<file path="config.mk">
export PLATFORM = sky130hd
export DESIGN_NAME = uart_tx
export DESIGN_NICKNAME = d
export VERILOG_FILES = /design/src/rtl/uart_tx_pkg.sv /design/src/rtl/uart_tx_baud_tick_detect.sv /design/src/rtl/uart_tx.sv
export SDC_FILE = /design/constraint.sdc
export NUM_CORES = 1
export LEC_CHECK = 0
export CAP_MARGIN = 25
export CORE_AREA = 3 3 54 44
export CTS_BUF_LIST = sky130_fd_sc_hd__clkbuf_8 sky130_fd_sc_hd__clkbuf_16
export DETAILED_ROUTE_END_ITERATION = 12
export DIE_AREA = 0 0 57 47
export GPL_TIMING_DRIVEN = 0
export PLACE_DENSITY_LB_ADDON = 0.08
export SETUP_SLACK_MARGIN = 0.02
export SKIP_LAST_GASP = 1
export SLEW_MARGIN = 40
export SYNTH_ARGS = -nofsm -noshare
export SYNTH_HDL_FRONTEND = slang
export SYNTH_SLANG_ARGS = --single-unit
</file>
<file path="constraint.sdc">
create_clock -name clk -period 2.09 [get_ports clk]
set_input_delay 0.209 -clock clk [delete_from_list [all_inputs] [get_ports clk]]
set_output_delay 0.209 -clock clk [all_outputs]
set_load 0.01 [all_outputs]
</file>
<file path="src/rtl/uart_tx_pkg.sv">
// Shared UART framing definitions: FSM state codes, legal parameter ranges, parity helper.
// Intended for reuse by the matching receiver.
package uart_tx_pkg;

   localparam logic [2:0] ST_IDLE   = 3'd0;
   localparam logic [2:0] ST_WAIT   = 3'd1;
   localparam logic [2:0] ST_START  = 3'd2;
   localparam logic [2:0] ST_DATA   = 3'd3;
   localparam logic [2:0] ST_PARITY = 3'd4;
   localparam logic [2:0] ST_STOP   = 3'd5;

   localparam int unsigned MIN_DATA_BITS = 5;
   localparam int unsigned MAX_DATA_BITS = 8;
   localparam int unsigned MIN_STOP_BITS = 1;
   localparam int unsigned MAX_STOP_BITS = 2;

   // Narrow words are zero-extended by the caller, which leaves the XOR unchanged.
   function automatic logic calc_parity(input logic [7:0] data, input logic odd);
      return (^data) ^ odd;
   endfunction

endpackage

</file>
<file path="src/rtl/uart_tx_baud_tick_detect.sv">
// Registers the baud square wave and emits a one-clock pulse on each rising edge.
module uart_tx_baud_tick_detect (
   input  logic clk,
   input  logic arst_n,
   input  logic baud_i,
   output logic tick_o
);

   logic baud_q;

   always_ff @(posedge clk or negedge arst_n) begin
      if (!arst_n) begin
         baud_q <= 1'b0;
      end else begin
         baud_q <= baud_i;
      end
   end

   assign tick_o = baud_i & ~baud_q;

endmodule

</file>
<file path="src/rtl/uart_tx.sv">
// UART transmitter: valid/ready word in, framed LSB-first serial out, one bit per baud tick.
module uart_tx
   import uart_tx_pkg::*;
#(
   parameter int unsigned DATA_BITS  = 8,
   parameter int unsigned PARITY_EN  = 0,
   parameter int unsigned PARITY_ODD = 0,
   parameter int unsigned STOP_BITS  = 1
) (
   input  logic                 clk,
   input  logic                 arst_n,
   input  logic                 baud_in,
   input  logic [DATA_BITS-1:0] tx_data,
   input  logic                 tx_valid,
   output logic                 tx_ready,
   output logic                 tx,
   output logic                 tx_busy,
   output logic                 tx_done
);

   if (DATA_BITS < MIN_DATA_BITS || DATA_BITS > MAX_DATA_BITS) begin : g_bad_data_bits
      $error("uart_tx: DATA_BITS must be in 5..8");
   end
   if (STOP_BITS < MIN_STOP_BITS || STOP_BITS > MAX_STOP_BITS) begin : g_bad_stop_bits
      $error("uart_tx: STOP_BITS must be 1 or 2");
   end

   localparam logic [2:0] LAST_BIT  = 3'(DATA_BITS - 1);
   localparam logic       LAST_STOP = 1'(STOP_BITS - 1);

   logic                 baud_tick;
   logic [2:0]           state_q, state_d;
   logic [DATA_BITS-1:0] shreg_q, shreg_d;
   logic                 par_q, par_d;
   logic [2:0]           bit_cnt_q, bit_cnt_d;
   logic                 stop_cnt_q, stop_cnt_d;
   logic                 tx_q, tx_d;
   logic                 busy_q, busy_d;
   logic                 done_q, done_d;

   uart_tx_baud_tick_detect u_tick (
      .clk    (clk),
      .arst_n (arst_n),
      .baud_i (baud_in),
      .tick_o (baud_tick)
   );

   always_comb begin
      state_d    = state_q;
      shreg_d    = shreg_q;
      par_d      = par_q;
      bit_cnt_d  = bit_cnt_q;
      stop_cnt_d = stop_cnt_q;
      busy_d     = busy_q;
      done_d     = 1'b0;

      // A tick coinciding with the handshake is deliberately ignored in IDLE.
      case (state_q)
         ST_IDLE: begin
            if (tx_valid) begin
               shreg_d = tx_data;
               par_d   = calc_parity(8'(tx_data), 1'(PARITY_ODD));
               busy_d  = 1'b1;
               state_d = ST_WAIT;
            end
         end
         ST_WAIT: begin
            if (baud_tick) state_d = ST_START;
         end
         ST_START: begin
            if (baud_tick) begin
               bit_cnt_d = '0;
               state_d   = ST_DATA;
            end
         end
         ST_DATA: begin
            if (baud_tick) begin
               shreg_d = shreg_q >> 1;
               if (bit_cnt_q == LAST_BIT) begin
                  stop_cnt_d = 1'b0;
                  state_d    = (PARITY_EN != 0) ? ST_PARITY : ST_STOP;
               end else begin
                  bit_cnt_d = bit_cnt_q + 3'd1;
               end
            end
         end
         ST_PARITY: begin
            if (baud_tick) begin
               stop_cnt_d = 1'b0;
               state_d    = ST_STOP;
            end
         end
         ST_STOP: begin
            if (baud_tick) begin
               if (stop_cnt_q == LAST_STOP) begin
                  done_d  = 1'b1;
                  busy_d  = 1'b0;
                  state_d = ST_IDLE;
               end else begin
                  stop_cnt_d = stop_cnt_q + 1'b1;
               end
            end
         end
         default: state_d = ST_IDLE;
      endcase

      // Line level follows the state being entered so tx is a clean register output.
      case (state_d)
         ST_START:  tx_d = 1'b0;
         ST_DATA:   tx_d = shreg_d[0];
         ST_PARITY: tx_d = par_d;
         default:   tx_d = 1'b1;
      endcase
   end

   always_ff @(posedge clk or negedge arst_n) begin
      if (!arst_n) begin
         state_q    <= ST_IDLE;
         shreg_q    <= '0;
         par_q      <= 1'b0;
         bit_cnt_q  <= '0;
         stop_cnt_q <= 1'b0;
         tx_q       <= 1'b1;
         busy_q     <= 1'b0;
         done_q     <= 1'b0;
      end else begin
         state_q    <= state_d;
         shreg_q    <= shreg_d;
         par_q      <= par_d;
         bit_cnt_q  <= bit_cnt_d;
         stop_cnt_q <= stop_cnt_d;
         tx_q       <= tx_d;
         busy_q     <= busy_d;
         done_q     <= done_d;
      end
   end

   assign tx_ready = (state_q == ST_IDLE);
   assign tx       = tx_q;
   assign tx_busy  = busy_q;
   assign tx_done  = done_q;

endmodule

</file>
==> flow_metrics.py <==
metrics = {
    "outcome": {
        "status": "complete, no violations",
    },
    "logic_synthesis": {
        "synth-seq-cells": 19,
        "synth-edff-count": 0,
        "syn_area_sq_um": 948.4,
        "async_flop_share_pct": 100.0,
        "syn-num-nets": 110,
        "synth_area_leader_cell": "dfrtp_1",
        "ys_seq_area_share_pct": 50.26,
        "synth_ff_type": "dfrtp_1",
        "synth_top_area_share_pct": 47.49,
        "yosysWarnings": 0,
        "synthTopCellsByArea": "dfrtp_1 (47%), nand2_1 (7.5%), xnor2_1 (6.5%)",
        "syn_area_per_cell_sq_um": 9.879,
        "synth_cells": 96,
        "ys_types": 25,
    },
    "power_and_ir_drop": {
        "clkPwrFrac_pct": 22.2,
        "switching_power_uw": 351.2,
        "power.share.combinational_pct": 32.0,
        "p_int_uw": 789.4,
        "pwr-share-seq_pct": 45.8,
        "power.density_nw_per_um2": 959.6,
        "ir_drop_v": 0.0008217,
        "p_leak_uw": 0.0005337,
        "p_sw_share_pct": 30.79,
    },
    "die": {
        "core_sq_um": 1927,
        "die_width_um": 57,
        "boundaryPins": 16,
        "initial_utilization_pct": 49.22,
        "rows": 14,
        "die_h_um": 47,
        "dieArea_sq_um": 2679,
    },
    "worst_setup_path": {
        "timing.rr.end": "tx",
        "critPathLaunch": "state_q[2]",
        "cp.required_ns": 2.27,
        "arrival_ns": 1.97,
        "r2r_cells": 6,
        "crit_path_end": "tx",
        "cp_max_fo": 9,
        "cp-start-kind": "register",
        "r2r_setup_slack_ns": 0.30,
        "worst-setup-path-type": "register to register",
        "crit_path_end_kind": "register",
        "regToRegStartpoint": "state_q[2]",
    },
    "routing": {
        "vias_per_cell": 5.186,
        "dr.pass1.iters": 4,
        "routed.top_layer": "met4",
        "drc": 0,
        "wl_um": 1673,
        "drt_iter0_markers": 10,
        "wl_met2_um": 741,
        "wl_per_cell_um": 11.95,
        "ant_nets": 0,
        "met1Wirelength_um": 799,
        "via_count": 726,
        "met3_length_um": 108,
    },
    "timing": {
        "rsz0062_at_grt": "false",
        "max_freq_mhz": 558.5,
        "fin_setup_tns_ns": 0,
        "post-route-min-period_ns": 1.790,
        "fin_skew_ns": 0.003525,
        "maxSlewViolCount": 0,
        "worstMarginPinSlew_ns": 0.5216,
        "fin_crit_sh_pct": 85.66,
        "hold_viol": 0,
        "layout_setup_ws_ns": 0.2996,
        "relSlewSlack_pct": 65.23,
        "setup_viol": 0,
    },
    "global_routing": {
        "grt_overflow": 0,
        "grt_max_degree": 20,
        "antenna_found_initial": 0,
        "grtUsageTotal_pct": 15.10,
        "grt_pass1_vias": 681,
        "grt_pass1_wl_um": 2960,
    },
    "clocking": {
        "insertion_delay_ns": 0.26,
        "cts_setup_buffers": 0,
        "cts_inserted_buffers": 3,
        "clkTransAtPathRegs_ns": 0.07,
        "htreeDepth": 1,
        "cts_tree": "yes",
        "clockRootBuffer": "clkbuf_8",
        "cts_num_sinks": 19,
        "cts_buffer_depth": 2,
    },
    "layout": {
        "register_area_sq_um": 476.7,
        "multi_input_area_sq_um": 429.2,
        "syn2layout_area_growth_pct": 25.33,
        "diodes": 0,
        "final_nets": 131,
        "drive_above_1_share_pct": 11.21,
        "final_cell_area_sq_um": 1189,
        "utilization_pct": 61.69,
        "fin_cells": 140,
        "fillCellCount": 166,
    },
    "job": {
        "maxCapViolCount": 0,
    },
    "place": {
        "place_area_sq_um": 1129,
        "dp_hpwl_um": 1262,
        "place.gp.congestion": 0.6990,
        "dp_cells": 135,
        "dp_slack_ns": 0.1368,
        "portBuffers": 15,
    },
    "min_path": {
        "min_path_type": "primary input to asynchronous set/reset pin",
    },
}
## stage by stage
step / total power [uW] / hold slack [ns]
6_report: 1141 / 0.4228
4_1_cts: 1153 / 0.4272
3_3_place_gp: 879.2 / 0.4604
2_1_floorplan: 775.0 / -0.08659
5_1_grt: 1237 / 0.4351
3_5_place_dp: 892.1 / 0.4684
## placed cells by master, fill, tap and decap left out, types with 2 or more instances in the layout
| master | netlist | routed |
|---|---|---|
| nand2_1 | 19 | 19 |
| dfrtp_1 | 18 | 18 |
| clkdlybuf4s50_1 | 0 | 14 |
| o21ai_0 | 7 | 7 |
| xnor2_1 | 7 | 7 |
| a22oi_1 | 6 | 6 |
| nor2_1 | 5 | 5 |
| nor3_1 | 4 | 4 |
| buf_2 | 2 | 3 |
| buf_6 | 3 | 3 |
| nand2b_1 | 3 | 3 |
| nor2b_1 | 3 | 3 |
| clkbuf_8 | 0 | 3 |
| and3b_1 | 2 | 2 |
| nand3_1 | 2 | 2 |
| and2_1 | 2 | 2 |
| a21oi_1 | 2 | 2 |
| ha_1 | 2 | 2 |
## cell usage after synthesis, types with 2 or more instances
cell type   n
and3b_1     2
buf_2       2
o21ai_0     7
dfrtp_1    18
nand2_1    19
a22oi_1     6
xnor2_1     7
nand3_1     2
nor2_1      5
buf_6       3
ha_1        2
a21oi_1     2
nand2b_1    3
nor2b_1     3
and2_1      2
nor3_1      4
## per-layer routing
metal	up-vias	GRT usage, %
li1	366	-
met1	339	19.25
met2	16	22.55
met3	5	6.593
met4	0	6.944
met5	-	0
## cell type report
type                            count  share of cell area [%]
Buffer                              6                   4.000
Multi-Input combinational cell     70                   36.11
Clock inverter                      1                  0.4211
Inverter                            1                  0.3158
Clock buffer                        3                   3.474
Sequential cell                    19                   40.11
Tap cell                           24                   2.526
Timing Repair Buffer               16                   13.05
## timing repair
item                                    CTS  global route
hold buffers                              0             1
gates resized for setup                   0             1
endpoints found under the setup margin    0             1
endpoints found under the hold margin     0            18
## power groups by stage
stage          registers, uW  clock network (uW)  logic (uW)
2_1_floorplan            528                   0         247
3_3_place_gp             525                   0         354
3_5_place_dp             530                   0         362
4_1_cts                  523                 266         364
5_1_grt                  537                 283         417
6_report                 523                 253         365
## kinds of logic (layout without fill, tap and decap cells)
| logic type | count (synthesis) | after routing | synth area share [%] |
|---|---|---|---|
| flops | 19 | 19 | 50.26 |
| simple gates | 43 | 43 | 23.35 |
| compound gates | 18 | 18 | 11.87 |
| xor+xnor | 7 | 7 | 6.465 |
| buf+inv | 7 | 27 | 5.408 |
| fa+ha+maj | 2 | 2 | 2.638 |
## critical path, cell delays in order, from the launching register on
cell	delay (ns)
dfrtp_1	0.36
buf_2	0.18
nor4b_4	0.36
a21oi_1	0.19
a221o_1	0.38
nor4_2	0.16
o21ai_1	0.10
## registers in the layout, summed over array words and instances, names as in the netlist
register and cells:
par_q 1, tx_busy 1, shreg_q 8, bit_cnt_q 3, tx 1, tx_done 1
state_q 3, u_tick.baud_q 1
## how the worst min path moves through the flow
stage	start	to	slack, ns	cells past startpoint
2_1_floorplan	arst_n	bit_cnt_q[0]	-0.09	0
3_3_place_gp	shreg_q[2]	shreg_q[2]	0.46	2
3_5_place_dp	shreg_q[6]	shreg_q[6]	0.47	2
4_1_cts	baud_in	u_tick.baud_q	0.43	1
5_1_grt	baud_in	u_tick.baud_q	0.44	1
6_report	arst_n	u_tick.baud_q	0.42	2
Power figures use the tool's default switching activity.
